$ cat src/rtl/aes_seq_ctrl_if.sv
// ============================================================================
// Module   : aes_seq_ctrl_if
// Brief    : Host command/response channels and aes_core strobe bus for the
//            AES command sequencer.
// Revision : 1.0 - initial release
// ============================================================================
`default_nettype none

interface aes_seq_ctrl_if #(
    parameter int CNT_W = 16
);
    logic             cmd_valid;
    logic             cmd_ready;
    logic             cmd_op;
    logic             cmd_keylen;
    logic [255:0]     cmd_key;
    logic [127:0]     cmd_block;

    logic             rsp_valid;
    logic             rsp_ready;
    logic [127:0]     rsp_data;
    logic             rsp_err;

    logic             core_init;
    logic             core_next;
    logic             core_ready;
    logic             core_result_valid;
    logic [127:0]     core_result;
    logic [255:0]     core_key;
    logic             core_keylen;
    logic [127:0]     core_block;

    logic             trigger;
    logic             key_loaded;
    logic [CNT_W-1:0] enc_count;

    modport slave (
        input  cmd_valid, cmd_op, cmd_keylen, cmd_key, cmd_block,
        input  rsp_ready,
        input  core_ready, core_result_valid, core_result,
        output cmd_ready, rsp_valid, rsp_data, rsp_err,
        output core_init, core_next, core_key, core_keylen, core_block,
        output trigger, key_loaded, enc_count
    );

    modport master (
        output cmd_valid, cmd_op, cmd_keylen, cmd_key, cmd_block,
        output rsp_ready,
        output core_ready, core_result_valid, core_result,
        input  cmd_ready, rsp_valid, rsp_data, rsp_err,
        input  core_init, core_next, core_key, core_keylen, core_block,
        input  trigger, key_loaded, enc_count
    );
endinterface

`default_nettype wire

$ cat src/rtl/aes_seq_ctrl.sv
// ============================================================================
// Module   : aes_seq_ctrl
// Brief    : Command sequencer for aes_core: key load / encrypt sequencing,
//            scope trigger window, encryption counter and hang watchdog.
// Revision : 1.0 - initial release
// ============================================================================
`default_nettype none

module aes_seq_ctrl #(
    parameter int CNT_W   = 16,
    parameter int TIMEOUT = 255
) (
    input  wire            clk,
    input  wire            reset_n,
    aes_seq_ctrl_if.slave  bus
);

    localparam int WD_W = (TIMEOUT > 1) ? $clog2(TIMEOUT) : 1;
    localparam logic [WD_W-1:0] WD_LAST = WD_W'(TIMEOUT - 1);

    typedef enum logic [2:0] {
        S_IDLE      = 3'd0,
        S_KEY_GO    = 3'd1,
        S_KEY_GUARD = 3'd2,
        S_KEY_WAIT  = 3'd3,
        S_ENC_GO    = 3'd4,
        S_ENC_GUARD = 3'd5,
        S_ENC_WAIT  = 3'd6,
        S_RESP      = 3'd7
    } state_e;

    state_e           state_q;
    logic [255:0]     key_q;
    logic             keylen_q;
    logic [127:0]     block_q;
    logic [127:0]     rsp_data_q;
    logic             rsp_err_q;
    logic             trigger_q;
    logic             key_loaded_q;
    logic [CNT_W-1:0] cnt_q;
    logic [WD_W-1:0]  wd_q;

    logic [WD_W-1:0]  wd_d;
    logic [CNT_W-1:0] cnt_d;
    logic             wd_expired;

    assign wd_d       = wd_q + WD_W'(1);
    assign cnt_d      = cnt_q + CNT_W'(1);
    // wd_q is 0 in the guard cycle, so reaching WD_LAST in a wait state means
    // TIMEOUT cycles have been spent across guard plus wait.
    assign wd_expired = (wd_q == WD_LAST);

    always_ff @(posedge clk or negedge reset_n) begin
        if (!reset_n) begin
            state_q      <= S_IDLE;
            key_q        <= '0;
            keylen_q     <= 1'b0;
            block_q      <= '0;
            rsp_data_q   <= '0;
            rsp_err_q    <= 1'b0;
            trigger_q    <= 1'b0;
            key_loaded_q <= 1'b0;
            cnt_q        <= '0;
            wd_q         <= '0;
        end else begin
            case (state_q)
                S_IDLE: begin
                    if (bus.cmd_valid) begin
                        if (!bus.cmd_op) begin
                            key_q        <= bus.cmd_key;
                            keylen_q     <= bus.cmd_keylen;
                            key_loaded_q <= 1'b0;
                            state_q      <= S_KEY_GO;
                        end else if (key_loaded_q) begin
                            block_q   <= bus.cmd_block;
                            trigger_q <= 1'b1;
                            state_q   <= S_ENC_GO;
                        end else begin
                            rsp_data_q <= '0;
                            rsp_err_q  <= 1'b1;
                            state_q    <= S_RESP;
                        end
                    end
                end
                S_KEY_GO: begin
                    wd_q    <= '0;
                    state_q <= S_KEY_GUARD;
                end
                S_KEY_GUARD: begin
                    wd_q    <= wd_d;
                    state_q <= S_KEY_WAIT;
                end
                S_KEY_WAIT: begin
                    wd_q <= wd_d;
                    if (bus.core_ready) begin
                        key_loaded_q <= 1'b1;
                        state_q      <= S_IDLE;
                    end else if (wd_expired) begin
                        key_loaded_q <= 1'b0;
                        state_q      <= S_IDLE;
                    end
                end
                S_ENC_GO: begin
                    wd_q    <= '0;
                    state_q <= S_ENC_GUARD;
                end
                S_ENC_GUARD: begin
                    wd_q    <= wd_d;
                    state_q <= S_ENC_WAIT;
                end
                S_ENC_WAIT: begin
                    wd_q <= wd_d;
                    if (bus.core_ready && bus.core_result_valid) begin
                        rsp_data_q <= bus.core_result;
                        rsp_err_q  <= 1'b0;
                        cnt_q      <= cnt_d;
                        trigger_q  <= 1'b0;
                        state_q    <= S_RESP;
                    end else if (wd_expired) begin
                        rsp_data_q <= '0;
                        rsp_err_q  <= 1'b1;
                        trigger_q  <= 1'b0;
                        state_q    <= S_RESP;
                    end
                end
                S_RESP: begin
                    if (bus.rsp_ready) begin
                        state_q <= S_IDLE;
                    end
                end
                default: state_q <= S_IDLE;
            endcase
        end
    end

    assign bus.cmd_ready   = (state_q == S_IDLE);
    assign bus.core_init   = (state_q == S_KEY_GO);
    assign bus.core_next   = (state_q == S_ENC_GO);
    assign bus.rsp_valid   = (state_q == S_RESP);
    assign bus.rsp_data    = rsp_data_q;
    assign bus.rsp_err     = rsp_err_q;
    assign bus.core_key    = key_q;
    assign bus.core_keylen = keylen_q;
    assign bus.core_block  = block_q;
    assign bus.trigger     = trigger_q;
    assign bus.key_loaded  = key_loaded_q;
    assign bus.enc_count   = cnt_q;

endmodule

`default_nettype wire

$ cat src/flat_wrapper.sv
// flat-port wrapper written by rule: the top's interface ports become plain ports
module aes_seq_ctrl_flat 
#(
    parameter int CNT_W   = 16,
    parameter int TIMEOUT = 255
)
  (clk, reset_n, bus_cmd_valid, bus_cmd_op, bus_cmd_keylen, bus_cmd_key, bus_cmd_block, bus_rsp_ready, bus_core_ready, bus_core_result_valid, bus_core_result, bus_cmd_ready, bus_rsp_valid, bus_rsp_data, bus_rsp_err, bus_core_init, bus_core_next, bus_core_key, bus_core_keylen, bus_core_block, bus_trigger, bus_key_loaded, bus_enc_count);
  aes_seq_ctrl_if #(.CNT_W(CNT_W)) bus_i ();
  input  wire clk;
  input  wire reset_n;
  input wire logic [$bits(bus_i.cmd_valid)-1:0] bus_cmd_valid;
  input wire logic [$bits(bus_i.cmd_op)-1:0] bus_cmd_op;
  input wire logic [$bits(bus_i.cmd_keylen)-1:0] bus_cmd_keylen;
  input wire logic [$bits(bus_i.cmd_key)-1:0] bus_cmd_key;
  input wire logic [$bits(bus_i.cmd_block)-1:0] bus_cmd_block;
  input wire logic [$bits(bus_i.rsp_ready)-1:0] bus_rsp_ready;
  input wire logic [$bits(bus_i.core_ready)-1:0] bus_core_ready;
  input wire logic [$bits(bus_i.core_result_valid)-1:0] bus_core_result_valid;
  input wire logic [$bits(bus_i.core_result)-1:0] bus_core_result;
  output wire logic [$bits(bus_i.cmd_ready)-1:0] bus_cmd_ready;
  output wire logic [$bits(bus_i.rsp_valid)-1:0] bus_rsp_valid;
  output wire logic [$bits(bus_i.rsp_data)-1:0] bus_rsp_data;
  output wire logic [$bits(bus_i.rsp_err)-1:0] bus_rsp_err;
  output wire logic [$bits(bus_i.core_init)-1:0] bus_core_init;
  output wire logic [$bits(bus_i.core_next)-1:0] bus_core_next;
  output wire logic [$bits(bus_i.core_key)-1:0] bus_core_key;
  output wire logic [$bits(bus_i.core_keylen)-1:0] bus_core_keylen;
  output wire logic [$bits(bus_i.core_block)-1:0] bus_core_block;
  output wire logic [$bits(bus_i.trigger)-1:0] bus_trigger;
  output wire logic [$bits(bus_i.key_loaded)-1:0] bus_key_loaded;
  output wire logic [$bits(bus_i.enc_count)-1:0] bus_enc_count;
  assign bus_i.cmd_valid = bus_cmd_valid;
  assign bus_i.cmd_op = bus_cmd_op;
  assign bus_i.cmd_keylen = bus_cmd_keylen;
  assign bus_i.cmd_key = bus_cmd_key;
  assign bus_i.cmd_block = bus_cmd_block;
  assign bus_i.rsp_ready = bus_rsp_ready;
  assign bus_i.core_ready = bus_core_ready;
  assign bus_i.core_result_valid = bus_core_result_valid;
  assign bus_i.core_result = bus_core_result;
  assign bus_cmd_ready = bus_i.cmd_ready;
  assign bus_rsp_valid = bus_i.rsp_valid;
  assign bus_rsp_data = bus_i.rsp_data;
  assign bus_rsp_err = bus_i.rsp_err;
  assign bus_core_init = bus_i.core_init;
  assign bus_core_next = bus_i.core_next;
  assign bus_core_key = bus_i.core_key;
  assign bus_core_keylen = bus_i.core_keylen;
  assign bus_core_block = bus_i.core_block;
  assign bus_trigger = bus_i.trigger;
  assign bus_key_loaded = bus_i.key_loaded;
  assign bus_enc_count = bus_i.enc_count;
  aes_seq_ctrl #(.CNT_W(CNT_W), .TIMEOUT(TIMEOUT)) u_core (.clk(clk), .reset_n(reset_n), .bus(bus_i));
endmodule
$ cat config.mk
export PLATFORM = sky130hd
export DESIGN_NAME = aes_seq_ctrl_flat
export DESIGN_NICKNAME = d
export VERILOG_FILES = /design/src/rtl/aes_seq_ctrl_if.sv /design/src/rtl/aes_seq_ctrl.sv /design/src/flat_wrapper.sv
export SDC_FILE = /design/constraint.sdc
export NUM_CORES = 1
export LEC_CHECK = 0
export ABC_CLOCK_PERIOD_IN_PS = 2000
export BUFFER_PORTS_ARGS = -buffer_cell sky130_fd_sc_hd__clkbuf_2
export CAP_MARGIN = 20
export CORE_AREA = 5 5 411 413
export CTS_CLUSTER_DIAMETER = 80
export DETAILED_ROUTE_END_ITERATION = 7
export DIE_AREA = 0 0 416 418
export PLACE_DENSITY = 0.37
export SLEW_MARGIN = 20
export SYNTH_ARGS = -nofsm -noshare
export SYNTH_HDL_FRONTEND = slang
export SYNTH_SLANG_ARGS = --single-unit
$ cat constraint.sdc
create_clock -name clk -period 2 [get_ports clk]
set_input_delay 0.2 -clock clk [delete_from_list [all_inputs] [get_ports clk]]
set_output_delay 0.2 -clock clk [all_outputs]
set_load 0.05 [all_outputs]
==> results of run 1 <==
## power by group through the flow
stage / clock, mW / combinational [mW] / sequential, mW
finish: 13.5 / 34.9 / 19.2
global route: 14.4 / 36.3 / 19.8
CTS: 14.0 / 34.1 / 19.1
detailed placement: 0 / 32.7 / 19.2
global placement: 0 / 32.6 / 19.2
floorplan: 0 / 5.92 / 36.2
## synthesized netlist by cell type (2+ instances only)
master / number
xnor2_1: 12
nand2_1: 15
clkbuf_1: 14
a22o_1: 128
nor3_1: 4
nor2_1: 11
o21ai_0: 7
xor2_1: 7
and2_1: 2
inv_1: 9
and3_1: 6
nand2b_1: 3
mux2_2: 386
ha_1: 3
dfrtp_1: 543
nor3_4: 2
buf_6: 37
nand3_1: 9
a21oi_1: 8
a31oi_1: 3
nor4_1: 3
nand4_1: 5
buf_2: 8
buf_4: 17
## timing repair
action | CTS | global route
endpoints found under the setup margin | 333 | 373
hold endpoints to repair | 888 | 0
pin swaps | 4 | 3
cloned | 8 | 22
hold buffers | 520 | 0
gates resized for setup | 68 | 179
buffers inserted | 10 | 10
## per-stage QoR
stage | setup slack [ns] | hold slack (ns) | utilization [%] | cell area (sq um) | setup TNS [ns]
6_report | -0.0920 | 0.211 | 23.4 | 38500 | -12.20
5_1_grt | -0.168 | 0.180 | 23.4 | 38500 | -41.41
4_1_cts | -0.139 | 0.149 | 22.7 | 37300 | -21.53
3_5_place_dp | -0.0998 | 0.116 | 17.6 | 28900 | -15.62
3_3_place_gp | -0.0828 | 0.120 | 17.6 | 28900 | -14.26
2_1_floorplan | -0.000637 | -0.0956 | - | 20500 | -0.000637
## worst max-delay path, delay by kind of cell (launching register included)
family / cells / cell delay [ns]
multiplexers: 1 / 0.34
AND/OR/NAND/NOR: 2 / 0.54
buffers and inverters: 4 / 0.68
flip-flops: 1 / 0.38
## sequential cells by signal (all words and copies together) (netlist names)
signal	flops
u_core.bus.core_block	128
u_core.bus.core_key	256
u_core.bus.core_keylen	1
u_core.bus.enc_count	16
u_core.bus.key_loaded	1
u_core.bus.rsp_data	128
u_core.bus.rsp_err	1
u_core.bus.trigger	1
u_core.state_q	3
u_core.wd_q	8
## area by class of cell
class	instances	area, sq um
Sequential cell	543	13600
Antenna cell	4	10.0
Fill cell	17600	126000
Timing Repair Buffer	1711	12800
Multi-Input combinational cell	637	6910
Clock buffer	105	2130
Tap cell	2189	2740
Inverter	9	36.3
Clock inverter	25	337
## cell usage in the layout (no fill, tap or decap), types with 7 or more instances in the layout
| cell type | Yosys | final |
|---|---|---|
| nand3_1 | 9 | 8 |
| buf_6 | 37 | 15 |
| a21oi_1 | 8 | 8 |
| buf_16 | 0 | 16 |
| clkbuf_1 | 14 | 17 |
| buf_4 | 17 | 45 |
| xnor2_1 | 12 | 12 |
| inv_1 | 9 | 7 |
| mux2_4 | 0 | 158 |
| clkbuf_16 | 0 | 94 |
| clkbuf_8 | 0 | 13 |
| buf_12 | 0 | 37 |
| xor2_1 | 7 | 7 |
| o21ai_0 | 7 | 7 |
| buf_8 | 0 | 10 |
| dfrtp_1 | 543 | 543 |
| nor2_1 | 11 | 11 |
| nand2_1 | 15 | 15 |
| mux2_2 | 386 | 228 |
| a22o_1 | 128 | 128 |
| clkbuf_2 | 0 | 1050 |
| dlygate4sd3_1 | 0 | 519 |
| clkinv_2 | 0 | 7 |
## routing by layer
layer | up-vias | global-route usage, % | wire length, microns | part of all wire (%)
met2 | 627 | 17.1 | 48100 | 51
li1 | 8023 | - | - | -
met1 | 8911 | 11.7 | 37600 | 40
met3 | 135 | 2.80 | 6020 | 6.4
met5 | - | 0 | 67 | 0.071
met4 | 10 | 3.77 | 2580 | 2.7
## cell families after synthesis
logic type | after synthesis | synth area share [%]
buf+inv | 85 | 3.26
fa+ha+maj | 3 | 0.183
flops | 543 | 66.2
mux | 387 | 21.2
simple gates | 69 | 1.87
compound gates | 159 | 6.51
xor+xnor | 19 | 0.810
## worst max path at each step
stage / to / cells after the start / slack [ns]
floorplan: bus_core_next / 3 / -0.0006
global placement: u_core.bus.core_block[65] / 5 / -0.08
detailed placement: u_core.bus.core_block[63] / 5 / -0.1
CTS: u_core.bus.core_block[63] / 7 / -0.14
global route: u_core.bus.core_key[197] / 8 / -0.17
finish: u_core.bus.core_block[57] / 7 / -0.09
==> impl_metrics.yaml, run 1 <==
status:
  status: "finished with violations"
  violations: "setup timing"
timing:
  setup_slack_ns: -0.0920
  drv_slew: 0
  fin_crit_sh_pct: 105
  finClkSkew_ns: 0.0212
  worst_pin_slew_ns: 0.580
  rsz0062_at_grt: "true"
  min_period_ns: 2.09
  final_hold_viol_count: 0
  slew_headroom_pct: 61.3
  fmax_mhz: 478
  setup_viol_count_final: 293
clocking:
  cts_sinks: 543
  cts.reportedPaths.clkPinSlew_ns: 0.06
  cts_tree: "done"
  htree_levels: 3
  clk_latency_ns: 0.65
  clockBufferDepth: 3
  numCtsBuffers: 74
  cts_root_buffer: "clkbuf_16"
synthesis:
  syn-num-nets: 1788
  synthCells: 1265
  synth-seq-area-share_pct: 66.2
  synth_edf_count: 0
  synthTopCellsByArea: "dfrtp_1 66%, mux2_2 21%, a22o_1 5.5%"
  synthArstFlopShare_pct: 100
  synthFlopType: "dfrtp_1"
  yosys.area.top_type: "dfrtp_1"
  syn_avg_cell_area_sq_um: 16.2
  netlist-cell-type-count: 47
  yosys_warnings: 0
  synth_seq_cells: 543
  syn_area_sq_um: 20500
  synth_top_area_share_pct: 66.2
grt:
  grt_usage_pct: 9.92
  antenna_found_initial: 12
  grt_pass1_vias: 19300
  gr-total-overflow: 0
  grt_pass1_wl_microns: 130000
  grt_max_degree: 84
routing:
  wl_per_cell_microns: 18.1
  drc_errors: 0
  drt-pass1-iter-count: 4
  num_vias: 17700
  vias_per_cell: 3.39
  postRouteAntennaNets: 0
  totalWireLength_microns: 94400
  drt_iter0_markers: 592
power:
  vdd_drop_max_uv: 1020
  switching_share_pct: 49.3
  p_clk_share_pct: 19.9
  power.total_mw: 67.6
  powerDensity_nw_per_um2: 1760
  p_sw_mw: 33.3
  seq_power_share_pct: 28.4
  p_leak_nw: 18.6
  internal_power_mw: 34.3
  combPwrFrac_pct: 51.6
critical_path:
  worstPathArrival_ns: 2.64
  r2r_setup_slack_ns: -0.09
  worstPathRequired_ns: 2.54
  cp-start-kind: "flop"
  critPathMaxFanout: 12
  crit_slowest_cell: "or3_4"
  r2r_start: "u_core.state_q[0]"
  critical_path_class: "flop to flop"
  crit_chain: "or3_4, buf_6, nor3_4, buf_12, buf_16, clkbuf_16, mux2_2"
  r2r-end: "u_core.bus.core_block[57]"
  reg2regPathDepth: 7
  cp-end-kind: "flop"
  max_stage_delay_ns: 0.40
  startpoint: "u_core.state_q[0]"
floorplanning:
  die_area_sq_um: 174000
  pin_count: 1056
  die-width_microns: 416
  die_h_microns: 418
  coreArea_sq_um: 164000
  start_util_pct: 12.5
  rows: 149
worst_hold_path:
  min_path_type: "input pin to asynchronous set/reset pin"
cells_and_area:
  final_nets: 3499
  instances_no_fill: 5223
  drive_gt1_share_pct: 56.2
  syn_to_final_growth_pct: 87.5
placed_design:
  gp_congestion: 0.790
  port_buffers: 1055
  dp.cells: 4522
  place_hpwl_microns: 68400
job:
  cap_viol_max_count: 0
Power figures use the tool's default switching activity.
==> run 2: changes to the inputs <==
Settings changed: ABC_CLOCK_PERIOD_IN_PS 2000 to 2070, CELL_PAD_IN_SITES_DETAIL_PLACEMENT set to 1, CELL_PAD_IN_SITES_GLOBAL_PLACEMENT set to 2, CORE_AREA 5 5 411 413 to 5 5 409 411, DIE_AREA 0 0 416 418 to 0 0 414 416, PLACE_DENSITY 0.37 to 0.47.
Clock period 2 ns to 2.07 ns, I/O delays scaled along.
==> run 2 against run 1 <==
- the flow still finishes with violations (setup timing)
- die area decreased by 0.96%
- via count is 2.2% higher
- hold slack worse by 0.097 ns
- combinational power is 3% higher
- maximum frequency decreased by 8.2%
- largest cell class unchanged
- non-clock buffer count is 29 higher
- flip-flop and latch count did not move
- critical endpoint is now u_core.bus.core_key[236]
- first-iteration DRC count rose by 2.0%
- clock skew increased by 0.00086 ns
==> impl_metrics.yaml, run 2 (synthesized netlist as in run 1, its figures left out) <==
power:
  power.total_mw: 68.6
  powerDensity_nw_per_um2: 1720
  vdd_drop_max_uv: 1030
  p_leak_nw: 19.5
timing:
  setup_slack_ns: -0.208
  final_hold_viol_count: 0
  rsz0062_at_grt: "true"
  drv_slew: 0
  finClkSkew_ns: 0.0221
  fin_crit_sh_pct: 110
  worst_pin_slew_ns: 0.857
  setup_tns_ns: -55.95
  setup_viol_count_final: 489
  min_period_ns: 2.28
  fmax_mhz: 439
  slew_headroom_pct: 42.5
cells_and_area:
  syn_to_final_growth_pct: 94.7
  multi_input_comb_area_sq_um: 7770
  largest_reg_flops: 256
  layout_common_cells: "1050 x clkbuf_2, 543 x dfrtp_1, 520 x dlygate4sd3_1"
  nFillCells: 18400
  final_common_cell: "clkbuf_2"
  instances_no_fill: 5282
  final-seq-area_sq_um: 13600
  drive_gt1_share_pct: 56.7
  final_nets: 3532
routing:
  wl_met3_microns: 6610
  wl_met1_microns: 45900
  postRouteAntennaNets: 0
  drc_errors: 0
  highest_layer: "met5"
  drt-pass1-iter-count: 6
  vias_per_cell: 3.43
  num_vias: 18100
  drt_iter0_markers: 604
  wl_per_cell_microns: 22.2
  totalWireLength_microns: 117000
  dr_wl_met2_microns: 60800
critical_path:
  critical_path_class: "flop to flop"
  crit_path_frequent_cell: "buf_12"
  max_stage_delay_ns: 0.41
  cp-end-kind: "flop"
  worstPathRequired_ns: 2.61
  cp_num_buf_inv: 7
  crit_slowest_cell: "or3_4"
  r2r_setup_slack_ns: -0.21
  cp-start-kind: "flop"
  cp_top_family: "buffers and inverters"
  crit_chain: "buf_6, or3_4, buf_12, buf_6, nor2_4, buf_12, buf_12, buf_8, buf_12, mux2_4"
  worstPathArrival_ns: 2.82
  critPathMaxFanout: 7
floorplanning:
  rows: 149
  die_area_sq_um: 172000
  start_util_pct: 12.5
  die_h_microns: 416
  pin_count: 1056
  coreArea_sq_um: 164000
  die-width_microns: 414
grt:
  grt_usage_pct: 12.9
  grt_max_degree: 132
  grt_pass1_wl_microns: 161000
  antenna_found_initial: 35
  gr-total-overflow: 0
  grt_pass1_vias: 20500
placed_design:
  dp_slack_ns: -0.422
  port_buffers: 1055
  place_hpwl_microns: 87100
  gp_congestion: 0.786
  dp.cells: 4534
status:
  violations: "setup timing"
  status: "finished with violations"
clocking:
  cts_tree: "done"
  cts_sinks: 543
  htree_levels: 3
  clk_latency_ns: 0.67
  numCtsBuffers: 78
  cts.reportedPaths.clkPinSlew_ns: 0.06
  cts_root_buffer: "clkbuf_16"
  clockBufferDepth: 3
worst_hold_path:
  min_path_type: "input pin to flop"
job:
  cap_viol_max_count: 0
## run 2: cell count changes in the layout (fill, tap and decap cells not counted), sizes merged
| cell | delta |
|---|---|
| dlygate4sd3 | +1 |
| clkinv | +1 |
| diode | +23 |
| bufinv | -2 |
| buf | +28 |
| clkbuf | +8 |
## run 2: worst register-to-register path, stage by stage, from the launching register on
cell,delay (ns)
dfrtp_1,0.39
buf_6,0.12
or3_4,0.41
buf_12,0.14
buf_6,0.11
nor2_4,0.14
buf_12,0.19
buf_12,0.14
buf_8,0.11
buf_12,0.13
mux2_4,0.30
## run 2: what timing repair did
action	in CTS	in global routing
gates resized for setup	285	253
hold buffers	520	0
setup endpoints to repair	486	517
pin swaps	3	3
setup buffers	35	6
endpoints found under the hold margin	902	0
gates cloned	22	16
## run 2: cell type report
type,count,area share (%)
Tap cell,2189,6.85
Timing Repair Buffer,1740,33.0
Clock inverter,24,0.826
Inverter,9,0.110
Sequential cell,543,34.0
Clock buffer,113,5.61
Antenna cell,27,0.169
Multi-Input combinational cell,637,19.4
## run 2: path summary, 6_finish.rpt
check                                            end  depth (start not counted)                startpoint
max reg2reg                 u_core.bus.core_key[236]                         10         u_core.state_q[2]
min in group asynchronous   u_core.bus.core_key[222]                          3                   reset_n
min reg2reg                 u_core.bus.enc_count[15]                          1  u_core.bus.enc_count[15]
min                          u_core.bus.enc_count[2]                          5     bus_core_result_valid
max                         u_core.bus.core_key[236]                         10         u_core.state_q[2]
max in group asynchronous  u_core.bus.core_block[19]                          4                   reset_n
## run 2: per-layer routing
| layer | vias to the layer above | global-route usage, % |
|---|---|---|
| met3 | 172 | 3.54 |
| met5 | - | 0 |
| li1 | 8173 | - |
| met1 | 9097 | 14.5 |
| met4 | 8 | 4.58 |
| met2 | 652 | 23.2 |
## run 2: through the flow
stage / cell area [sq um] / hold WS (ns) / utilization [%]
2_1_floorplan: 20500 / -0.0886 / -
3_3_place_gp: 29000 / 0.159 / 17.7
3_5_place_dp: 29000 / 0.166 / 17.7
4_1_cts: 38800 / 0.00572 / 23.7
5_1_grt: 40000 / 0.0720 / 24.4
6_report: 40000 / 0.113 / 24.4
## run 2: where the power goes
part           internal, mW  switching (mW)  leakage, nW
combinational          11.2            24.9         11.5
sequential             15.5            3.48         6.78
clock                  7.99            5.52         1.26
total                  34.7            33.9         19.5
==> run 3: changes to the inputs <==
Settings changed: SETUP_SLACK_MARGIN set to 0.1.
==> run 3 against run 2 <==
- the run still ends with setup timing left
- wire length is 3.4% lower
- first-iteration DRC count stayed put
- largest cell class unchanged
- global-route usage is 0.34 points lower
- maximum frequency is 6.0% higher
- hold slack worse by 0.019 ns
- count of clock-buffer cells in the layout is 9 lower
- combinational power is 5% lower
- core utilization is 1.1 points lower
- register-to-register slack better by 0.13 ns
==> impl_metrics.yaml, run 3 (synthesized netlist as in run 1, its figures left out) <==
status:
  status: "finished with violations"
  violations: "setup timing"
clocking:
  clockBufferDepth: 3
  cts_tree: "done"
  numCtsBuffers: 78
  cts_root_buffer: "clkbuf_16"
  cts_sinks: 543
  clk_latency_ns: 0.68
  htree_levels: 3
  cts.reportedPaths.clkPinSlew_ns: 0.06
timing:
  finClkSkew_ns: 0.0444
  fin_crit_sh_pct: 104
  setup_slack_ns: -0.0789
  min_period_ns: 2.15
  rsz0062_at_grt: "true"
  drv_slew: 0
  slew_headroom_pct: 45.4
  whs_ns: 0.0946
  final_hold_viol_count: 0
  fmax_mhz: 465
  setup_viol_count_final: 177
  worst_pin_slew_ns: 0.814
critical_path:
  critical_path_class: "flop to flop"
  crit_slowest_cell: "or3_4"
  cp_num_buf_inv: 5
  cp_top_family: "buffers and inverters"
  crit_chain: "or3_4, buf_6, nor2_4, buf_12, buf_16, buf_12, buf_16, mux2_2"
  worstPathRequired_ns: 2.63
  cp-end-kind: "flop"
  cp-start-kind: "flop"
  critPathMaxFanout: 7
  max_stage_delay_ns: 0.41
  startpoint: "u_core.state_q[0]"
  worstPathArrival_ns: 2.70
  r2r_start: "u_core.state_q[0]"
floorplanning:
  start_util_pct: 12.5
  pin_count: 1056
  die_h_microns: 416
  rows: 149
  die-width_microns: 414
  coreArea_sq_um: 164000
  die_area_sq_um: 172000
routing:
  drc_errors: 0
  postRouteAntennaNets: 0
  wl_per_cell_microns: 21.6
  drt-pass1-iter-count: 4
  num_vias: 17900
  totalWireLength_microns: 113000
  vias_per_cell: 3.42
  drt_iter0_markers: 604
power:
  vdd_drop_max_uv: 942
  p_leak_nw: 18.5
  powerDensity_nw_per_um2: 1740
placed_design:
  port_buffers: 1055
  gp_congestion: 0.805
  dp.cells: 4519
  place_hpwl_microns: 88600
cells_and_area:
  largest_reg_flops: 256
  drive_gt1_share_pct: 56.2
  syn_to_final_growth_pct: 86.0
  final_common_cell: "clkbuf_2"
  nFillCells: 18400
  final_nets: 3487
  layout_common_cells: "1050 x clkbuf_2, 543 x dfrtp_1, 517 x dlygate4sd3_1"
  instances_no_fill: 5251
grt:
  antenna_found_initial: 61
  grt_max_degree: 92
  grt_pass1_wl_microns: 156000
  grt_usage_pct: 12.5
  gr-total-overflow: 0
  grt_pass1_vias: 19900
worst_hold_path:
  hold_start: "bus_core_ready"
  min_path_type: "input pin to flop"
job:
  cap_viol_max_count: 0
[run 3: cell type report]
type                    instances  area (sq um)  area share (%)
well taps                    2189          2740            7.17
repair buffers               1695         12300            32.3
clock inverters                38           452            1.18
inverters                       9          38.8           0.101
flip-flops and latches        543         13600            35.6
multi-input cells             637          6810            17.8
diodes                         36          90.1           0.236
clock buffers                 104          2160            5.65
[run 3: worst paths after layout]
check | endpoint | slack [ns] | depth (start not counted)
max | u_core.bus.core_key[201] | -0.08 | 8
min | u_core.bus.key_loaded | 0.09 | 4
max reg2reg | u_core.bus.core_key[201] | -0.08 | 8
min reg2reg | u_core.bus.enc_count[15] | 0.49 | 1
max in group asynchronous | u_core.bus.core_block[72] | 1.11 | 3
min in group asynchronous | u_core.bus.enc_count[1] | 0.15 | 2
[run 3: timing repair]
action,CTS,global route
setup buffers,11,7
gates resized for setup,39,148
cloned,5,14
endpoints found under the setup margin,500,518
pin swaps,2,2
hold buffers,517,0
endpoints found under the hold margin,761,0
[run 3: metrics by stage]
stage	setup TNS (ns)	cell area [sq um]	utilization [%]	power (mW)	setup WS [ns]
finish	-5.21	38200	23.3	66.6	-0.0789
global route	-26.42	38200	23.3	69.6	-0.142
CTS	-13.01	37200	22.7	66.9	-0.106
detailed placement	-0.875	28900	17.7	51.7	-0.0611
global placement	-1.04	28900	17.7	51.5	-0.0625
floorplan	0	20600	-	40.7	0.102
[run 3: metal layers]
layer | share of wire [%] | wire length (microns) | GRT usage [%]
met4 | 5.3 | 5970 | 6.09
met5 | 0.092 | 104 | 0
met1 | 36 | 41000 | 13.3
met2 | 50 | 56900 | 22.0
met3 | 8.3 | 9420 | 4.55
[run 3: power by group]
part / leakage (nW) / internal (mW) / switching (mW) / total (mW)
Combinational: 10.4 / 9.48 / 24.9 / 34.4
Clock: 1.27 / 7.86 / 5.70 / 13.6
Sequential: 6.78 / 15.5 / 3.13 / 18.6
Total: 18.5 / 32.9 / 33.8 / 66.6
[run 3: tightest hold or removal path: stages]
cell,delay (ns)
clkbuf_2,0.22
nand4_1,0.13
o21ai_0,0.09
a21o_1,0.08
